--- src/rtl/obj_pkg.sv ---
// obj_pkg: shared sizes, sync-window defaults and the rectangle entry type
package obj_pkg;
  localparam int NUM_OBJ = 10;
  localparam int COORD_W = 10;
  localparam int COLOR_W = 8;
  localparam int VBP_DEF = 31;
  localparam int VFP_DEF = 511;
  typedef struct packed {
    logic [COORD_W-1:0] minx;
    logic [COORD_W-1:0] miny;
    logic [COORD_W-1:0] maxx;
    logic [COORD_W-1:0] maxy;
    logic [COLOR_W-1:0] color;
  } objEntry_t;
endpackage

--- src/rtl/rr_arb2.sv ---
// rr_arb2: two-way round-robin grant; the last-granted pointer starts at B so A wins the first tie
module rr_arb2 (
  input  logic       clk,
  input  logic       rst_n,
  input  logic [1:0] req,
  input  logic       block,
  output logic [1:0] grant
);
  logic lastB;
  always_comb grant = block ? 2'b00 : (req == 2'b11) ? (lastB ? 2'b01 : 2'b10) : req;
  always_ff @(posedge clk or negedge rst_n)
    if (!rst_n) lastB <= 1'b1;
    else if (|grant) lastB <= grant[1];
endmodule

--- src/rtl/obj_table_ctrl.sv ---
// obj_table_ctrl: double-buffered rectangle table; writes land in a shadow copy that is
// published to the active copy on the vblank rising edge, only when something changed
module obj_table_ctrl #(
  parameter int NUM_OBJ = obj_pkg::NUM_OBJ,
  parameter int VBP = obj_pkg::VBP_DEF,
  parameter int VFP = obj_pkg::VFP_DEF
) (
  input  logic                     clk,
  input  logic                     rst_n,
  input  logic [9:0]               vc,
  input  logic                     a_valid,
  output logic                     a_ready,
  input  logic [3:0]               a_idx,
  input  logic [9:0]               a_minx,
  input  logic [9:0]               a_miny,
  input  logic [9:0]               a_maxx,
  input  logic [9:0]               a_maxy,
  input  logic [7:0]               a_color,
  input  logic                     b_valid,
  output logic                     b_ready,
  input  logic [3:0]               b_idx,
  input  logic [9:0]               b_minx,
  input  logic [9:0]               b_miny,
  input  logic [9:0]               b_maxx,
  input  logic [9:0]               b_maxy,
  input  logic [7:0]               b_color,
  output logic [NUM_OBJ-1:0][9:0]  minX,
  output logic [NUM_OBJ-1:0][9:0]  minY,
  output logic [NUM_OBJ-1:0][9:0]  maxX,
  output logic [NUM_OBJ-1:0][9:0]  maxY,
  output logic [NUM_OBJ-1:0][7:0]  color,
  output logic [15:0]              frame_cnt,
  output logic                     idx_err
);
  import obj_pkg::*;
  objEntry_t shadow [NUM_OBJ];
  objEntry_t active [NUM_OBJ];
  objEntry_t wEntry;
  logic [1:0] grant;
  logic [3:0] wIdx;
  logic vblank, vblankQ, commit, dirty, wr, inRange;
  assign vblank = int'(vc) >= VFP || int'(vc) < VBP;
  assign commit = vblank && !vblankQ;
  rr_arb2 u_arb (
    .clk   (clk),
    .rst_n (rst_n),
    .req   ({b_valid, a_valid}),
    .block (commit),
    .grant (grant)
  );
  assign a_ready = grant[0];
  assign b_ready = grant[1];
  always_comb begin
    wEntry  = grant[1] ? {b_minx, b_miny, b_maxx, b_maxy, b_color}
                       : {a_minx, a_miny, a_maxx, a_maxy, a_color};
    wIdx    = grant[1] ? b_idx : a_idx;
    wr      = |grant;
    inRange = int'(wIdx) < NUM_OBJ;
  end
  // Readies are low on the commit cycle, so a write and a publish never share an edge
  always_ff @(posedge clk or negedge rst_n)
    if (!rst_n) begin
      shadow    <= '{default: '0};
      active    <= '{default: '0};
      dirty     <= 1'b0;
      vblankQ   <= 1'b1;
      frame_cnt <= '0;
      idx_err   <= 1'b0;
    end else begin
      vblankQ <= vblank;
      idx_err <= wr && !inRange;
      if (wr && inRange) begin
        shadow[wIdx] <= wEntry;
        dirty        <= 1'b1;
      end
      if (commit) begin
        dirty <= 1'b0;
        if (dirty) begin
          active    <= shadow;
          frame_cnt <= frame_cnt + 16'd1;
        end
      end
    end
  for (genvar i = 0; i < NUM_OBJ; i++) begin : g_out
    assign minX[i]  = active[i].minx;
    assign minY[i]  = active[i].miny;
    assign maxX[i]  = active[i].maxx;
    assign maxY[i]  = active[i].maxy;
    assign color[i] = active[i].color;
  end
endmodule

--- config.mk ---
export PLATFORM = sky130hd
export DESIGN_NAME = obj_table_ctrl
export DESIGN_NICKNAME = d
export VERILOG_FILES = /design/src/rtl/obj_pkg.sv /design/src/rtl/rr_arb2.sv /design/src/rtl/obj_table_ctrl.sv
export SDC_FILE = /design/constraint.sdc
export NUM_CORES = 2
export LEC_CHECK = 0
export CORE_MARGIN = 4
export CORE_UTILIZATION = 47
export DETAILED_ROUTE_END_ITERATION = 10
export PLACE_DENSITY = 0.81
export SLEW_MARGIN = 20
export SYNTH_ARGS = -nofsm -noshare
export SYNTH_HDL_FRONTEND = slang
export SYNTH_SLANG_ARGS = --single-unit
--- constraint.sdc ---
create_clock -name clk -period 3.68 [get_ports clk]
set_clock_uncertainty 0.15 [all_clocks]
set_input_delay 0.552 -clock clk [delete_from_list [all_inputs] [get_ports clk]]
set_output_delay 0.552 -clock clk [all_outputs]
set_load 0.01 [all_outputs]
# Word-level counts from Yosys, hierarchy flattened
# Cells that the tools add are included.
word_totals:
  mem_count: 0
  mem_bits_rw: 0
  wordCells: 133
  inputBits: 118
  regBits: 980
  rom_bits: 0
  output_inout_bits: 499
  latchBits: 0
op_classes:
  add_sub_neg: 1
  reduce_logical: 10
  n_bitwise: 1
  muxes: 10
  order_cmp: 5
  n_shift: 0
  div: 0
  n_mul: 0
  n_eq_ne: 1
op_table:
  columns: ["cell", "count"]
  rows:
  - ["480-bit bitwise mux", 1]
  - ["48-bit demux with 4-bit select", 1]
  - ["48-bit two-way mux", 2]
  - ["16-bit by 1-bit adder with 16-bit output (second input constant)", 1]
  - ["10-bit by 9-bit greater-or-equal comparator with 1-bit output (second input constant)", 1]
  - ["10-bit by 5-bit < comparator with 1-bit output (second input constant)", 1]
  - ["2-bit two-way mux", 3]
  - ["5-bit greater-or-equal comparator (second input constant)", 1]
  - ["5-bit by 1-bit < comparator with 1-bit output (second input constant)", 1]
  - ["4-bit NOT with 5-bit output", 1]
  - ["1-bit logical AND", 4]
  - ["4-bit < comparator (second input constant)", 1]
  - ["4-bit two-way mux", 1]
  - ["2-bit equality test (second input constant)", 1]
  - ["1-bit zero test", 2]
  - ["1-bit two-way mux", 2]
  - ["2-bit AND reduction", 1]
  - ["2-bit nonzero test", 1]
  - ["2-bit OR reduction", 1]
  - ["1-bit logical OR", 1]

# Depth between registers and ports, before layout
logic_depth:
  depth_word: 11
  ltp_mapped: 8
  depth_no_buf: 4

# By module
# A second synthesis with hierarchy kept.
hier_totals:
  cells_unflattened: 2720
  area_unflattened_um2: 36193.5
modules_own_cells:
  columns: ["mod", "cells_per_inst", "area_each_um2", "seq_area_each_um2", "instances"]
  rows:
  - ["obj_table_ctrl", 2713, 36122.1, 24499.7, 1]
  - ["rr_arb2", 7, 71.3, 26.3, 1]

# Worst setup path after synthesis
# Ideal clock, no wire load.
synth_path:
  path_type: "input to output"
  start: "input port vc[1]"
  end: "output port a_ready"
  t_required_ns: 2.978
  path_slack_ns: 1.094
  path_stages: 6
  path_buffers: 2
  arrival_ns: 1.884
  path_cell_list: "and4_4 > a211oi_1 > buf_4 > buf_4 > nor3_1 > nor3_1"
synth_between:
  elab_chain_len: 4
  word_cells_on_any_way: 5
  cone_classes: "2 x order compare; 1 x mux; 2 x reduce/logical"
synth_rtl:
  columns: ["item", "line", "rtl"]
  rows:
  - ["from (decl)", "obj_table_ctrl.sv:10", "input logic [9:0] vc,"]
  - ["10-bit by 9-bit greater-or-equal comparator with 1-bit output or 10-bit by 5-bit < comparator with 1-bit output (tied branches)", "obj_table_ctrl.sv:42", "assign vblank = int'(vc) >= VFP || int'(vc) < VBP;"]
  - ["1-bit logical OR (*)", "obj_table_ctrl.sv:42", null]
  - ["1-bit logical AND (*)", "obj_table_ctrl.sv:43", "assign commit = vblank && !vblankQ;"]
  - ["2-bit two-way mux (*)", "rr_arb2.sv:10", "always_comb grant = block ? 2'b00 : (req == 2'b11) ? (lastB ? 2'b01 : 2'b10) : req;"]
  - ["to (decl)", "obj_table_ctrl.sv:12", "output logic a_ready,"]
# Every way passes the cells marked *; elsewhere a longest branch is shown, timed or not.

# Final worst setup path
layout_path:
  start: "input port vc[8]"
  end: "output port b_ready"
layout_between:
  elab_chain_len: 4
  word_cells_on_any_way: 5
  cone_classes: "2 x order compare; 1 x mux; 2 x reduce/logical"
layout_rtl:
  columns: ["item", "line", "rtl"]
  rows:
  - ["10-bit by 9-bit greater-or-equal comparator with 1-bit output or 10-bit by 5-bit < comparator with 1-bit output (tied branches)", "obj_table_ctrl.sv:42", null]
  - ["1-bit logical OR (*)", "obj_table_ctrl.sv:42", null]
  - ["1-bit logical AND (*)", "obj_table_ctrl.sv:43", null]
  - ["2-bit two-way mux (*)", "rr_arb2.sv:10", null]
  - ["to (decl)", "obj_table_ctrl.sv:20", "output logic b_ready,"]
# Marks and branches as above.

==> impl_metrics.env <==
export IMPL_gp_congestion=0.859
export IMPL_grt_busiest_layer="met2"
export IMPL_drive_gt1_frac=0.305
export IMPL_die_x_um=291
export IMPL_worstPathArrival_ns=2.58
export IMPL_start_util=0.476
export IMPL_dieArea_um2=84800
export IMPL_syn_area_um2=37700
export IMPL_cts_resized=0
export IMPL_clk_path_buf_depth=3
export IMPL_slew_headroom=0.417
export IMPL_clkTransAtPathRegs_ns=0.06
export IMPL_crit_path_top_delay_cell="clkdlybuf4s50_1"
export IMPL_layout_area_overhead_vs_synth_pct=29.4
export IMPL_ys_ff_latch=980
export IMPL_row_count=103
export IMPL_vias=23600
export IMPL_path_class="input pin to primary output"
export IMPL_regArea_um2=24500
export IMPL_cts_root_buf="clkbuf_16"
export IMPL_cpMostUsedCell="clkdlybuf4s50_1"
export IMPL_synth_edff_count=0
export IMPL_status="completed"
export IMPL_power_per_cell_area_nw_per_um2=891
export IMPL_syn_instance_count=2323
export IMPL_min_path_cells=1
export IMPL_yosys_area_share_adder=0.000332
export IMPL_critPathBufInv=2
export IMPL_hold_class="flip-flop to flip-flop"
export IMPL_fillers=5622
export IMPL_num_io_pins=617
export IMPL_grt_total_usage=0.256
export IMPL_worstSetupStartpointType="input pin"
export IMPL_io_buffers=616
export IMPL_synthSimpleGateAreaFrac=0.0279
export IMPL_synthArstFlopShare=1.00
export IMPL_grt_setup_unrepaired="no"
export IMPL_antenna_found_initial=2
export IMPL_post_place_ws_ns=0.335
export IMPL_max_freq_mhz=305
export IMPL_ys_seq_area_frac=0.651
export IMPL_viasPerCell=5.78
export IMPL_cap_viol_max_count=0
export IMPL_synthTopCellsByArea="dfrtp_1 (65%), mux2_2 (19%), o22a_1 (6.9%)"
export IMPL_synthXorXnorAreaFrac=0.00348
export IMPL_die_h_um=291
export IMPL_cp_cell_sequence="clkdlybuf4s50_1, nor4_2, a211oi_4, nor3_1, nor2_1, clkdlybuf4s50_1"
export IMPL_yosys_most_used_dff="dfrtp_1"
export IMPL_synth_compound_area_share=0.0786
export IMPL_syn_num_nets=2442
export IMPL_grt_pass1_vias=26000
export IMPL_worst_pin_slew_ns=0.875
export IMPL_core_um2=79300
export IMPL_muxShareOfSynthArea=0.215
export IMPL_clock_latency_ns=0.65
export IMPL_reg2reg_to="shadow[460]"
export IMPL_setup_viol=0
export IMPL_regToRegSetupSlack_ns=0.95
export IMPL_cts_tree="yes"
export IMPL_ant_nets=0
export IMPL_finalInstanceArea_um2=48800
export IMPL_vdd_drop_max_uv=578
export IMPL_cellLeakagePower_nw=20.2
export IMPL_layout_min_cycle_time_ns=3.28
export IMPL_period_share=0.892
export IMPL_setup_slack_ns=0.398
export IMPL_syn_area_per_cell_um2=16.2
export IMPL_slowest_delay_ns=0.50
export IMPL_holdPathEnd="frame_cnt[15]"
export IMPL_hpwlAfterDp_um=75000
export IMPL_holdCritStartpoint="frame_cnt[15]"
export IMPL_multi_input_area_um2=12400
export IMPL_synth_most_common_cell="dfrtp_1"
export IMPL_cts_num_sinks=980
export IMPL_finalHoldViolCount=0
export IMPL_cts_made_buffers=97
export IMPL_gr_total_overflow=0
export IMPL_netlist_area_leader_share=0.649
export IMPL_place_area_um2=45500
export IMPL_yosys_area_top_type="dfrtp_1"
export IMPL_drt_iter0_markers=1573
export IMPL_grt_use_met2=0.437
export IMPL_cp_required_ns=2.98
export IMPL_endpoint_kind="primary output"
export IMPL_crit_fanout=4
export IMPL_cp_top_family="buffers and inverters"
export IMPL_fin_nets=3079
export IMPL_r2r_start="u_arb.lastB"
export IMPL_drt_wl_total_um=110000
export IMPL_grt_max_degree=105
export IMPL_synthTopCellsByCount="dfrtp_1 (978), mux2_2 (622), o22a_1 (296)"
export IMPL_synth_top_family_by_area="multiplexers"
export IMPL_drv_slew=0
export IMPL_finalSetupTns_ns=0
export IMPL_met1_usage=0.325
export IMPL_grt_pass1_wl_um=167000
export IMPL_synth_warnings=0
export IMPL_wl_per_cell_um=26.9
export IMPL_synth_cell_types=53
export IMPL_reg2reg_depth=4
export IMPL_cts_htree_levels=3
export IMPL_drc=0
export IMPL_hold_worst_slack_ns=0.324
export IMPL_drtPass1Iterations=6
export IMPL_use_met3=0.0571
worst reg2reg max path: stages, from the launching register on:
cell,delay (ns)
dfstp_2,0.60
a21bo_4,0.34
mux2i_1,0.57
a31o_4,0.71
o22a_1,0.28
final cells by class:
class,count,share of cell area
Antenna cell,1,0.0000513
Clock buffer,146,0.0591
Clock inverter,32,0.00903
Inverter,3,0.000231
Multi-Input combinational cell,1184,0.254
Sequential cell,980,0.503
Tap cell,1050,0.0269
Timing Repair Buffer,694,0.148
power breakdown:
part / internal [mW] / switching, mW / total (mW)
registers: 15.9 / 3.59 / 19.4
clock network: 6.00 / 4.21 / 10.2
logic: 8.50 / 5.30 / 13.8
layout by cell type (no fill, tap or decap), types with 9 or more instances in the layout:
cell             count
dfrtp_1            978
mux2_2             622
clkdlybuf4s50_1    615
o22a_1             296
clkbuf_16           98
mux2_1              88
nand2b_4            42
buf_4               41
buf_12              36
clkbuf_8            25
clkbuf_1            23
nand2_1             21
xor2_1              15
clkinv_2            13
nor4_1              10
nor3_1               9
routing by layer:
layer,wire length [um],up-vias
li1,-,9823
met5,0,-
met3,7240,197
met2,55200,942
met4,3680,0
met1,43900,12700
sequential cells by signal (all words and copies together) (netlist names):
signal / flops
shadow: 480
maxX: 100
maxY: 100
minX: 100
minY: 100
color: 80
frame_cnt: 16
dirty: 1
idx_err: 1
u_arb.lastB: 1
vblankQ: 1
kinds of logic after synthesis:
| family | after synthesis |
|---|---|
| compound gates | 327 |
| fa+ha+maj | 1 |
| flops | 980 |
| buf+inv | 159 |
| simple gates | 125 |
| xor+xnor | 15 |
| mux | 716 |
timing repair:
| item | in CTS | in global routing |
|---|---|---|
| hold buffers | 1 | 0 |
| setup endpoints to repair | 0 | 0 |
| hold endpoints to repair | 61 | 0 |
| setup buffers | 0 | 0 |
stage by stage:
stage / cells / power [mW] / util
6_report: 4090 / 43.5 / 0.616
5_1_grt: 4089 / 45.4 / 0.616
4_1_cts: 4089 / 43.7 / 0.616
3_5_place_dp: 3910 / 33.4 / 0.573
3_3_place_gp: 3910 / 32.6 / 0.573
2_1_floorplan: 2323 / 24.4 / -
worst max-delay path by stage:
stage / startpoint / end / slack, ns / cells past startpoint
final: vc[8] / b_ready / 0.40 / 6
after global routing: vc[8] / b_ready / 0.28 / 6
after CTS: vc[8] / b_ready / 0.40 / 6
after detailed placement: b_valid / shadow[17] / 0.34 / 6
after global placement: vc[8] / a_ready / 0.32 / 6
after floorplan: vc[1] / a_ready / 1.09 / 6
(Power assumes the default switching activity.)
